$ cat src/rtl/systolic_weight_sequencer.sv
// Weight-load sequencer for the PE array: takes a load command, accepts one
// weight row per handshake beat and drives row ID plus per-column load
// enables through PIPE_DEPTH register stages, optionally skewed diagonally.
module systolic_weight_sequencer #(
    parameter int PE_COL     = 8,
    parameter int PE_ROW     = 8,
    parameter int BIT_ROW_ID = 3,
    parameter int PIPE_DEPTH = 1
) (
    input  logic                  CLK,
    input  logic                  RST_N,
    input  logic                  i_Start,
    input  logic [BIT_ROW_ID:0]   i_Num_Rows,
    input  logic [PE_COL-1:0]     i_Col_Mask,
    input  logic                  i_Mode,
    input  logic                  i_Abort,
    input  logic                  i_W_Valid,
    output logic                  o_W_Ready,
    output logic [BIT_ROW_ID-1:0] o_Systolic_En_ID,
    output logic [PE_COL-1:0]     o_Systolic_En_W,
    output logic                  o_Busy,
    output logic                  o_Done
);

    localparam int CW = BIT_ROW_ID + 1;
    localparam int DW = $clog2(PIPE_DEPTH + PE_COL) + 1;

    typedef enum logic [1:0] {S_IDLE = 2'd0, S_LOAD = 2'd1, S_DRAIN = 2'd2, S_DONE = 2'd3} state_t;

    state_t                         state, state_nxt;
    logic [CW-1:0]                  num_q, row_cnt, num_in;
    logic [PE_COL-1:0]              mask_q;
    logic                           mode_q;
    logic [DW-1:0]                  drn_cnt, drn_len;
    logic                           beat, last_row, drn_end, cmd_take;

    // vld_pipe carries "a beat was injected" toward the array; id_pipe its row ID
    logic [PIPE_DEPTH:1]                 vld_pipe;
    logic [PIPE_DEPTH:1][BIT_ROW_ID-1:0] id_pipe;
    // shared diagonal delay line of the column-0 valid; column c taps stage c
    logic [PE_COL-1:1]                   skew_sr;
    logic                                vld_out;

    assign num_in   = (i_Num_Rows > CW'(PE_ROW)) ? CW'(PE_ROW) : i_Num_Rows;
    assign cmd_take = (state == S_IDLE) && i_Start && !i_Abort;
    assign last_row = ((row_cnt + CW'(1)) == num_q);
    assign drn_len  = mode_q ? DW'(PIPE_DEPTH + PE_COL - 1) : DW'(PIPE_DEPTH);
    assign drn_end  = (drn_cnt == (drn_len - DW'(1)));

    // state register
    always_ff @(posedge CLK or negedge RST_N) begin
        if (!RST_N) state <= S_IDLE;
        else        state <= state_nxt;
    end

    // next-state, handshake and beat qualification; abort overrides everything
    always_comb begin
        state_nxt = state;
        o_W_Ready = 1'b0;
        beat      = 1'b0;
        if (i_Abort) begin
            state_nxt = S_IDLE;
        end else begin
            case (state)
                S_IDLE:  if (i_Start) state_nxt = (i_Num_Rows == '0) ? S_DONE : S_LOAD;
                S_LOAD: begin
                    o_W_Ready = 1'b1;
                    beat      = i_W_Valid;
                    if (beat && last_row) state_nxt = S_DRAIN;
                end
                S_DRAIN: if (drn_end) state_nxt = S_DONE;
                default: state_nxt = S_IDLE;
            endcase
        end
    end

    // command latch, row counter and drain counter
    always_ff @(posedge CLK or negedge RST_N) begin
        if (!RST_N) begin
            num_q   <= '0;
            mask_q  <= '0;
            mode_q  <= 1'b0;
            row_cnt <= '0;
            drn_cnt <= '0;
        end else begin
            if (cmd_take) begin
                num_q   <= num_in;
                mask_q  <= i_Col_Mask;
                mode_q  <= i_Mode;
                row_cnt <= '0;
            end else if (beat) begin
                row_cnt <= row_cnt + CW'(1);
            end
            drn_cnt <= (state == S_DRAIN && !i_Abort) ? drn_cnt + DW'(1) : '0;
        end
    end

    // output pipeline and skew line; abort flushes anything in flight
    always_ff @(posedge CLK or negedge RST_N) begin
        if (!RST_N) begin
            vld_pipe <= '0;
            id_pipe  <= '0;
            skew_sr  <= '0;
        end else if (i_Abort) begin
            vld_pipe <= '0;
            id_pipe  <= '0;
            skew_sr  <= '0;
        end else begin
            vld_pipe[1] <= beat;
            id_pipe[1]  <= beat ? row_cnt[BIT_ROW_ID-1:0] : '0;
            for (int i = 2; i <= PIPE_DEPTH; i++) begin
                vld_pipe[i] <= vld_pipe[i-1];
                id_pipe[i]  <= id_pipe[i-1];
            end
            // broadcast loads keep the skew line quiet
            skew_sr[1] <= vld_pipe[PIPE_DEPTH] & mode_q;
            for (int i = 2; i < PE_COL; i++) skew_sr[i] <= skew_sr[i-1];
        end
    end

    assign vld_out = vld_pipe[PIPE_DEPTH];

    // per-column enable: broadcast taps the pipe end, skew taps stage c
    for (genvar c = 0; c < PE_COL; c++) begin : g_col
        if (c == 0) begin : g_c0
            assign o_Systolic_En_W[c] = mask_q[c] & vld_out;
        end else begin : g_cn
            assign o_Systolic_En_W[c] = mask_q[c] & (mode_q ? skew_sr[c] : vld_out);
        end
    end

    assign o_Systolic_En_ID = id_pipe[PIPE_DEPTH];
    assign o_Busy           = (state != S_IDLE);
    assign o_Done           = (state == S_DONE);

endmodule

$ cat config.mk
export PLATFORM = sky130hd
export DESIGN_NAME = systolic_weight_sequencer
export DESIGN_NICKNAME = d
export VERILOG_FILES = /design/src/rtl/systolic_weight_sequencer.sv
export SDC_FILE = /design/constraint.sdc
export NUM_CORES = 1
export LEC_CHECK = 0
export CAP_MARGIN = 20
export CORE_MARGIN = 3
export CORE_UTILIZATION = 46
export CTS_CLUSTER_SIZE = 25
export DETAILED_ROUTE_END_ITERATION = 10
export DONT_BUFFER_PORTS = 1
export SLEW_MARGIN = 20
export SYNTH_ARGS = -nofsm -noshare
export SYNTH_HDL_FRONTEND = slang
export SYNTH_SLANG_ARGS = --single-unit
$ cat constraint.sdc
create_clock -name CLK -period 2 [get_ports CLK]
set_input_delay 0.4 -clock CLK [delete_from_list [all_inputs] [get_ports CLK]]
set_output_delay 0.4 -clock CLK [all_outputs]
set_load 0.02 [all_outputs]
==> results of run 1 <==
[worst max-delay path, cell delays in order, from the launching register on]
cell	delay [ns]
sky130_fd_sc_hd__dfrtp_2	0.46
sky130_fd_sc_hd__ha_1	0.33
sky130_fd_sc_hd__xnor2_1	0.17
sky130_fd_sc_hd__nand3_1	0.10
sky130_fd_sc_hd__o31ai_2	0.24
sky130_fd_sc_hd__o211ai_1	0.16
sky130_fd_sc_hd__mux2_2	0.30
[power breakdown]
group / total (uW) / switching (uW) / internal [uW]
Combinational: 604 / 330 / 273
Sequential: 1030 / 147 / 879
Clock: 534 / 239 / 295
[registers in the layout (all words and copies together), names as in the netlist]
name              flops
drn_cnt               5
mask_q                8
mode_q                1
num_q                 4
o_Systolic_En_ID      3
row_cnt               4
skew_sr               7
state                 2
vld_out               1
[kinds of logic after synthesis]
logic type / after synthesis / synth area share
flops: 35 / 0.547
buf+inv: 10 / 0.0242
xor+xnor: 12 / 0.0656
compound gates: 16 / 0.0641
mux: 3 / 0.0203
simple gates: 83 / 0.232
fa+ha+maj: 6 / 0.0469
[cell type report]
type	instances	area, um^2	share of cell area
flip-flops and latches	35	878	0.479
multi-input cells	120	694	0.379
repair buffers	12	105	0.0573
well taps	44	55.1	0.0300
clock buffers	6	51.3	0.0280
clock inverters	2	35.0	0.0191
inverters	4	15.0	0.00819
[worst max-delay path by stage]
| stage | slack [ns] | from | endpoint |
|---|---|---|---|
| after global placement | 0.19 | row_cnt[0] | state[0] |
| after floorplan | 0.21 | state[1] | state[0] |
| after global routing | 0.003 | mode_q | o_Systolic_En_W[3] |
| final | 0.12 | row_cnt[0] | state[1] |
| after CTS | 0.07 | mode_q | o_Systolic_En_W[5] |
| after detailed placement | 0.1 | row_cnt[0] | state[1] |
[metal layers]
metal	vias to the layer above	track usage	part of all wire
met4	0	0.0844	0.018
met1	523	0.201	0.43
met2	24	0.276	0.50
li1	553	-	-
met3	7	0.0659	0.055
met5	-	0	0
[through the flow]
| stage | util | instance area, um^2 | hold WS [ns] |
|---|---|---|---|
| 2_1_floorplan | - | 1600 | 0.104 |
| 3_3_place_gp | 0.537 | 1710 | 0.105 |
| 3_5_place_dp | 0.537 | 1710 | 0.105 |
| 4_1_cts | 0.574 | 1820 | 0.0890 |
| 5_1_grt | 0.577 | 1830 | 0.0724 |
| 6_report | 0.577 | 1830 | 0.103 |
[layout by cell type (no fill, tap or decap)]
cell type	count
sky130_fd_sc_hd__xnor2_1	6
sky130_fd_sc_hd__o211ai_1	1
sky130_fd_sc_hd__buf_4	10
sky130_fd_sc_hd__a21oi_1	2
sky130_fd_sc_hd__xor2_1	6
sky130_fd_sc_hd__clkinv_2	1
sky130_fd_sc_hd__clkbuf_8	1
sky130_fd_sc_hd__o31ai_2	1
sky130_fd_sc_hd__bufinv_16	1
sky130_fd_sc_hd__nand2b_2	1
sky130_fd_sc_hd__clkbuf_4	5
sky130_fd_sc_hd__mux2i_1	1
sky130_fd_sc_hd__and3_1	3
sky130_fd_sc_hd__or2_2	1
sky130_fd_sc_hd__nor4_1	1
sky130_fd_sc_hd__nand2b_1	5
sky130_fd_sc_hd__nor2b_1	7
sky130_fd_sc_hd__nand2_1	43
sky130_fd_sc_hd__dfrtp_1	33
sky130_fd_sc_hd__nor2_1	13
sky130_fd_sc_hd__nand3_1	4
sky130_fd_sc_hd__nand4_1	1
sky130_fd_sc_hd__buf_12	1
sky130_fd_sc_hd__dfrtp_2	2
sky130_fd_sc_hd__and2_1	2
sky130_fd_sc_hd__o21ai_0	5
sky130_fd_sc_hd__dlygate4sd3_1	1
sky130_fd_sc_hd__nor3_1	2
sky130_fd_sc_hd__ha_1	6
sky130_fd_sc_hd__inv_1	4
sky130_fd_sc_hd__a21boi_0	7
sky130_fd_sc_hd__mux2_2	2
[timing repair]
item | 4_1_cts | 5_1_grt
endpoints found under the hold margin | 35 | 0
setup endpoints to repair | 0 | 7
resized for setup | 0 | 4
hold buffers | 2 | 0
==> results list, run 1 <==
- Antenna violations before repair: 0
- Num rows: 20
- Crit path launch type: flop
* Critical path data required time: 2.23 ns
* Time the worst path needs with I/O delays and setup: approximately 1.9 ns
- TritonCTS clock tree: done
- Worst-path clk slew: approximately 0.11 ns
* Global router's overall resource usage: 0.172
- Counting cells, the worst reg-to-reg path comes to 6.
* Height of the chip: between 60 and 70 um
* Leakage dissipation: 0.000895 uW
- Cell count after synthesis: between 150 and 200
* RSZ-0062 raised after global routing: no
- Overall power consumption after layout is estimated at 2160 uW.
* Number of warning messages in the yosys log: 0
- Rel. slew slack: 0.770
- Data arrives at the worst endpoint at 2.11 ns.
- Clock Skew: 0.00914 ns
* Start point of the worst min-delay path: i_Abort
- By area the synthesized netlist is led by sky130_fd_sc_hd__dfrtp_1 55%, sky130_fd_sc_hd__nand2_1 10%, sky130_fd_sc_hd__ha_1 4.7%, sky130_fd_sc_hd__a21boi_0 3.3%, sky130_fd_sc_hd__xnor2_1 3.3%.
- Post CTS Setup Buffer Count: 0
- For this run, the register share of the synthesized area comes to 0.547.
* Per-instance average area after synthesis: 9.71 um^2
- Final-stage net count: around 200
- IO Pins: 32
* Number of detailed-route iterations in the first pass: 4
- In this run the worst path has a maximum fanout of 6.
- Via count of the first global-routing pass: 1190
* Number of vias per cell: 4.96
* Setup TNS after final layout: 0 ns
- Final Hold Viols: 0
- From synthesis to final layout, the design area changed by 14.5%.
* Number of nets with antenna violations after routing: 0
- The clock drives 35 sinks.
- Clock latency on the worst-skew pair: 0.34 ns
* Inst Count DP: roughly 210
- The worst-case IR drop observed on VDD is about 0.69 mV.
- The mapped netlist covers about 0.0016 mm^2.
* End of the worst register-to-register path: state[1]
- The worst register-to-register path begins at row_cnt[0].
* Ranking of synthesized cells by instance count: 43 x sky130_fd_sc_hd__nand2_1, 35 x sky130_fd_sc_hd__dfrtp_1, 13 x sky130_fd_sc_hd__nor2_1
- Count of cell types in the netlist: 25
* Post-synthesis cell type with the largest combined area: sky130_fd_sc_hd__dfrtp_1
- 0 antenna diodes ended up in the layout.
- Number of max-capacitance violations reported: 0
- After detailed routing, the total wire length is around 3200 um.
- Final routed DRC violation total: 0
- STA classifies the critical path endpoint as a flop.
* FF-to-FF setup slack: 0.12 ns
- The worst path meets setup with 0.120 ns of slack.
* Transition at the pin with the smallest max-transition slack: 0.342 ns
- Hold-critical path endpoint: skew_sr[2]
- The critical path in this run is classified as reg -> reg.
- Entering global routing, the biggest net connects 36 pins.
- Ratio of final minimum period to clock period: 0.940
- Root buffer selected by CTS: sky130_fd_sc_hd__clkbuf_4
- The count of cells in the finished layout, fillers not included, comes to 223.
- Port bufs: 0
- Status: finished, final reports clean
- Dividing total power by cell area gives a power density of 1180 mW/mm^2.
- Net count of the mapped netlist: between 150 and 200
- Core outline area: 0.00318 mm^2
* Number of inserted filler cells in the final layout: 300
- The floorplan step set the die width to 65.0 um.
* Wire length of the first global-routing pass: 5370 um
- Global route total overflow: 0
* Maximum level of the CTS H-tree: 2
* Dominant synthesized flop cell: sky130_fd_sc_hd__dfrtp_1
- Number of synthesized register bits: 35
- Drt first-iter violations: 67
- In this run the worst hold path is classified as in -> reg.
- Derived from the worst setup path, the maximum achievable clock frequency is 532 MHz.
- Hold depth: 1
* Number of pins with negative max-slew slack in the final report: 0
- Clock tree synthesis inserted a total of 5 buffers.
- DR WL/cell: 14.1 um
* Proportion of netlist area held by the largest area contributor: 0.547
- Number of enable flip-flop cells after synthesis: 0
- The congestion estimate from routability-driven global placement came to 0.919.
- Detailed placement ended at an HPWL of 2280 um.
- The longest clock path from root to sink contains 2 buffers.
- Most instantiated library cell after synthesis: sky130_fd_sc_hd__nand2_1
* Share of synthesized registers carrying an async set or reset: 1.00
* Initial cell density of the core: 0.504
- Setup violations remaining at the end of the flow were counted as 0.
- The final route contains between 1000 and 1500 vias.
* Fraction of final layout cells sized beyond drive strength 1: 0.145
* Overall die area: around 0.0042 mm^2
- Prior to clock tree synthesis, the placed netlist has a worst setup slack of ~0.10 ns.
Note: power is estimated with default switching activity, not from simulation.
==> inputs of run 2 (changes only) <==
GPL_ROUTABILITY_DRIVEN = 0   (was unset)
==> results of run 2 <==
The final DEF is identical to that of run 1; final timing and power are the same.
==> RTL change 1 (settings of run 1) <==
Make the reset (`RST_N`) synchronous in 3 clocked blocks.
--- a/src/rtl/systolic_weight_sequencer.sv
+++ b/src/rtl/systolic_weight_sequencer.sv
@@ -48,7 +48,7 @@
     assign drn_end  = (drn_cnt == (drn_len - DW'(1)));
 
     // state register
-    always_ff @(posedge CLK or negedge RST_N) begin
+    always_ff @(posedge CLK) begin
         if (!RST_N) state <= S_IDLE;
         else        state <= state_nxt;
     end
@@ -75,7 +75,7 @@
     end
 
     // command latch, row counter and drain counter
-    always_ff @(posedge CLK or negedge RST_N) begin
+    always_ff @(posedge CLK) begin
         if (!RST_N) begin
             num_q   <= '0;
             mask_q  <= '0;
@@ -96,7 +96,7 @@
     end
 
     // output pipeline and skew line; abort flushes anything in flight
-    always_ff @(posedge CLK or negedge RST_N) begin
+    always_ff @(posedge CLK) begin
         if (!RST_N) begin
             vld_pipe <= '0;
             id_pipe  <= '0;
Function: differs if RST_N is asserted again (counterexample within 4 cycles, from zero or initial values and one cycle with RST_N low); with RST_N held inactive, the same outputs for 10 cycles.
==> RTL change 1 against run 1 <==
Clock skew decreased by 4.2 ps; worst setup slack improved by 62 ps; die area decreased by 3.9%; synthesized area decreased by 4.3%; routed wire length decreased by 8.0%; cell area decreased by 4.3%; sequential cell count unchanged; critical endpoint is now o_Systolic_En_W[6]; largest cell class is now multi-input gates.
Power is not compared: it rests on default switching activity, and its combinational part moved more than twofold at a synthesized area within 25%.
==> RTL change 1: results (changes against run 1) <==
skew final=4.95 ps (-4.19 ps); area post-placement=1650 um2 (-3.4%); Clk Latency, worst-skew pair=330 ps; WL/cell=13.1 um (-7.6%); most frequent cells after synthesis=dfxtp_1 (35), nand2_1 (32), a21boi_0 (17), nor2_1 (9), and2_1 (8); largest net degree at the start of global routing=20 (-44%); fraction of layout cells with a size suffix above 1=14.0% (-0.48 points); Peak VDD IR=0.000370 V; Hold Path Sink=vld_out; All-Layer GR Usage=15.4% (-1.8 points); pwr dens=823 nW/um2; fmax=0.550 GHz (+3.4%); filler cell count=297 (-1.0%); Reg2Reg Setup Slack=240 ps (+120 ps); Area contributors post-synth=dfxtp_1 (46%), a21boi_0 (8.3%), nand2_1 (7.8%), ha_1 (5.7%), xor2_1 (3.4%); hold path start=RST_N; Design Power=1.45 mW; H-tree Lvls=2 (unchanged); Worst Tran Pin Value=538 ps (+196 ps); Synth async-reset ratio=0% (-100 points); Post-DP HPWL=2.21 mm (-3.0%); worst r2r src=state[0]; crit path DAT=1420 ps (-690 ps); RR Endpoint=state[0]; outcome=complete, no violations; via count of the routed design=1132 (+2.3%); Setup WS pre-CTS=263 ps (+163 ps); CTS Buffer Depth=2 (unchanged); maximum fanout along the worst path=12 (+6)
## RTL change 1: cell count changes in the layout (fill, tap and decap cells not counted), sizes merged, moves of 3 or more
cell,before,now
dfrtp,35,0
dfxtp,0,35
nand2,43,32
a21boi,7,17
and2,2,8
nand2b,6,1
nor2,13,9
nor3b,0,4
nor2b,7,4
o21ai,5,2
## RTL change 1: per-layer routing
layer	share of wire, %	global-route usage (%)	up-vias
met5	0	0	-
met2	46	25.2	28
met1	45	17.5	518
li1	-	-	581
met4	1.1	4.58	0
met3	7.5	7.84	5
## RTL change 1: through the flow
step | hold WS (ps) | std cells
global placement | 440 | 214
detailed placement | 442 | 214
global route | 164 | 222
CTS | 167 | 222
floorplan | 430 | 164
finish | 192 | 222
## RTL change 1: cells by family (layout without fill, tap and decap cells)
group / after synthesis / after routing / synth area share (%)
and+or+nand+nor: 72 / 72 / 23.8
buffers and inverters: 9 / 23 / 2.37
AOI/OAI and AO/OA: 27 / 27 / 13.3
muxes: 3 / 3 / 1.96
adders and majority gates: 7 / 7 / 5.71
xor gates and xnor gates: 11 / 11 / 7.18
DFF: 35 / 35 / 45.7
## RTL change 1: how the worst max path moves through the flow
stage / end
5_1_grt: o_Systolic_En_W[6]
2_1_floorplan: o_Systolic_En_W[1]
6_report: o_Systolic_En_W[6]
3_5_place_dp: state[0]
3_3_place_gp: state[1]
4_1_cts: o_Systolic_En_W[6]
## RTL change 1: cell type report
type | instances | share of cell area [%]
clock buffers | 5 | 2.14
multi-input cells | 120 | 45.3
inverters | 4 | 0.855
flip-flops and latches | 35 | 40.0
well taps | 44 | 3.14
repair buffers | 11 | 4.70
clock inverters | 3 | 3.85
## RTL change 1: worst max-delay path, cell delays in order (launching register included)
cell	delay, ps
dfxtp_2	400
nand2b_1	270
a21boi_0	240
buf_4	180
==> RTL change 2 (settings of run 1) <==
Made on the original files. `PE_COL`: 8 -> 32.
--- a/src/rtl/systolic_weight_sequencer.sv
+++ b/src/rtl/systolic_weight_sequencer.sv
@@ -2,7 +2,7 @@
 // weight row per handshake beat and drives row ID plus per-column load
 // enables through PIPE_DEPTH register stages, optionally skewed diagonally.
 module systolic_weight_sequencer #(
-    parameter int PE_COL     = 8,
+    parameter int PE_COL     = 32,
     parameter int PE_ROW     = 8,
     parameter int BIT_ROW_ID = 3,
     parameter int PIPE_DEPTH = 1
Interface: changed (resized i_Col_Mask and o_Systolic_En_W); port bits go from 32 to 80. The function was not compared with the original's and may differ.
==> RTL change 2 against run 1 <==
The run now ends with negative hold slack left; sequential cell count is 50 higher; cell area up 130%; worst setup slack worse by 17 ps; total power rose by 120%; non-clock buffer count grew 29; routed wire length increased by 140%; synthesized area rose by 130%; combinational power increased by 110%; sequential power increased by 130%; hold slack got worse by 370 ps; utilization down 3.0 points.
==> RTL change 2: results (changes against run 1) <==
skew final=9.59 ps (+0.447 ps); Layout Nets=468 (+130%); Root Buffer=clkbuf_8; synth unique cells=35 (+40%); Synth Area in Adders=2.02% (-2.7 points); syn nets=437 (+130%); Post-DP HPWL=5.01 mm (+120%); comb pwr=1.29 mW (+110%); failing checks=negative hold slack; area post-placement=4050 um2 (+140%); switching power=1.55 mW (+120%); Initial DRC Count=118 (+76%); filler cell count=728 (+140%); CTS Buf Count=9 (+4); Worst Tran Pin Value=419 ps (+76.4 ps); sequential power=2.34 mW (+130%); Placed Cells=511 (+140%); met3 WL=449 um (+160%); Peak VDD IR=0.000691 V (+0.64%); Compound-Gate Fraction of Synth Area=8.73% (+2.3 points); met2 WL=3.59 mm (+130%); worst setup path start=row_cnt[1]; post-CTS resize count=1 (+1); Min Hold Slack=-263 ps (-365 ps); outcome=complete, but fails checks; wirelength, routed=7.48 mm (+140%); first-pass GRT wire length=12.4 mm (+130%); Area contributors post-synth=dfrtp_1 (57%), nand2_1 (14%), a21boi_0 (6.3%), nor2b_1 (5.1%), nor2_1 (2.1%); Syn Inst Count=389 (+140%); vias in the first global route=2634 (+120%); sequential fraction of the synthesis area=57.3% (+2.6 points); final hold violation count=85 (+85)
[RTL change 2: cell types whose count changed after synthesis, sizes merged, moves of 2 or more]
| cell | run 1 | this run |
|---|---|---|
| buf | 1 | 6 |
| mux2 | 2 | 0 |
| clkbuf | 5 | 15 |
| nand2 | 43 | 143 |
| a21boi | 7 | 31 |
| dfrtp | 35 | 85 |
| nor2 | 13 | 21 |
| nor2b | 7 | 31 |
[RTL change 2: cell type report]
| class | count | area share [%] |
|---|---|---|
| clock inverters | 4 | 1.12 |
| flip-flops and latches | 85 | 50.0 |
| clock buffers | 12 | 3.41 |
| inverters | 5 | 0.441 |
| repair buffers | 41 | 7.41 |
| well taps | 102 | 3.00 |
| multi-input cells | 278 | 34.6 |
[RTL change 2: critical path, cell delays in order (launching register included)]
cell	delay, ps
dfrtp_1	420
ha_1	230
xnor3_1	280
nand4_1	90
o21a_1	220
or2_1	260
a211o_1	290
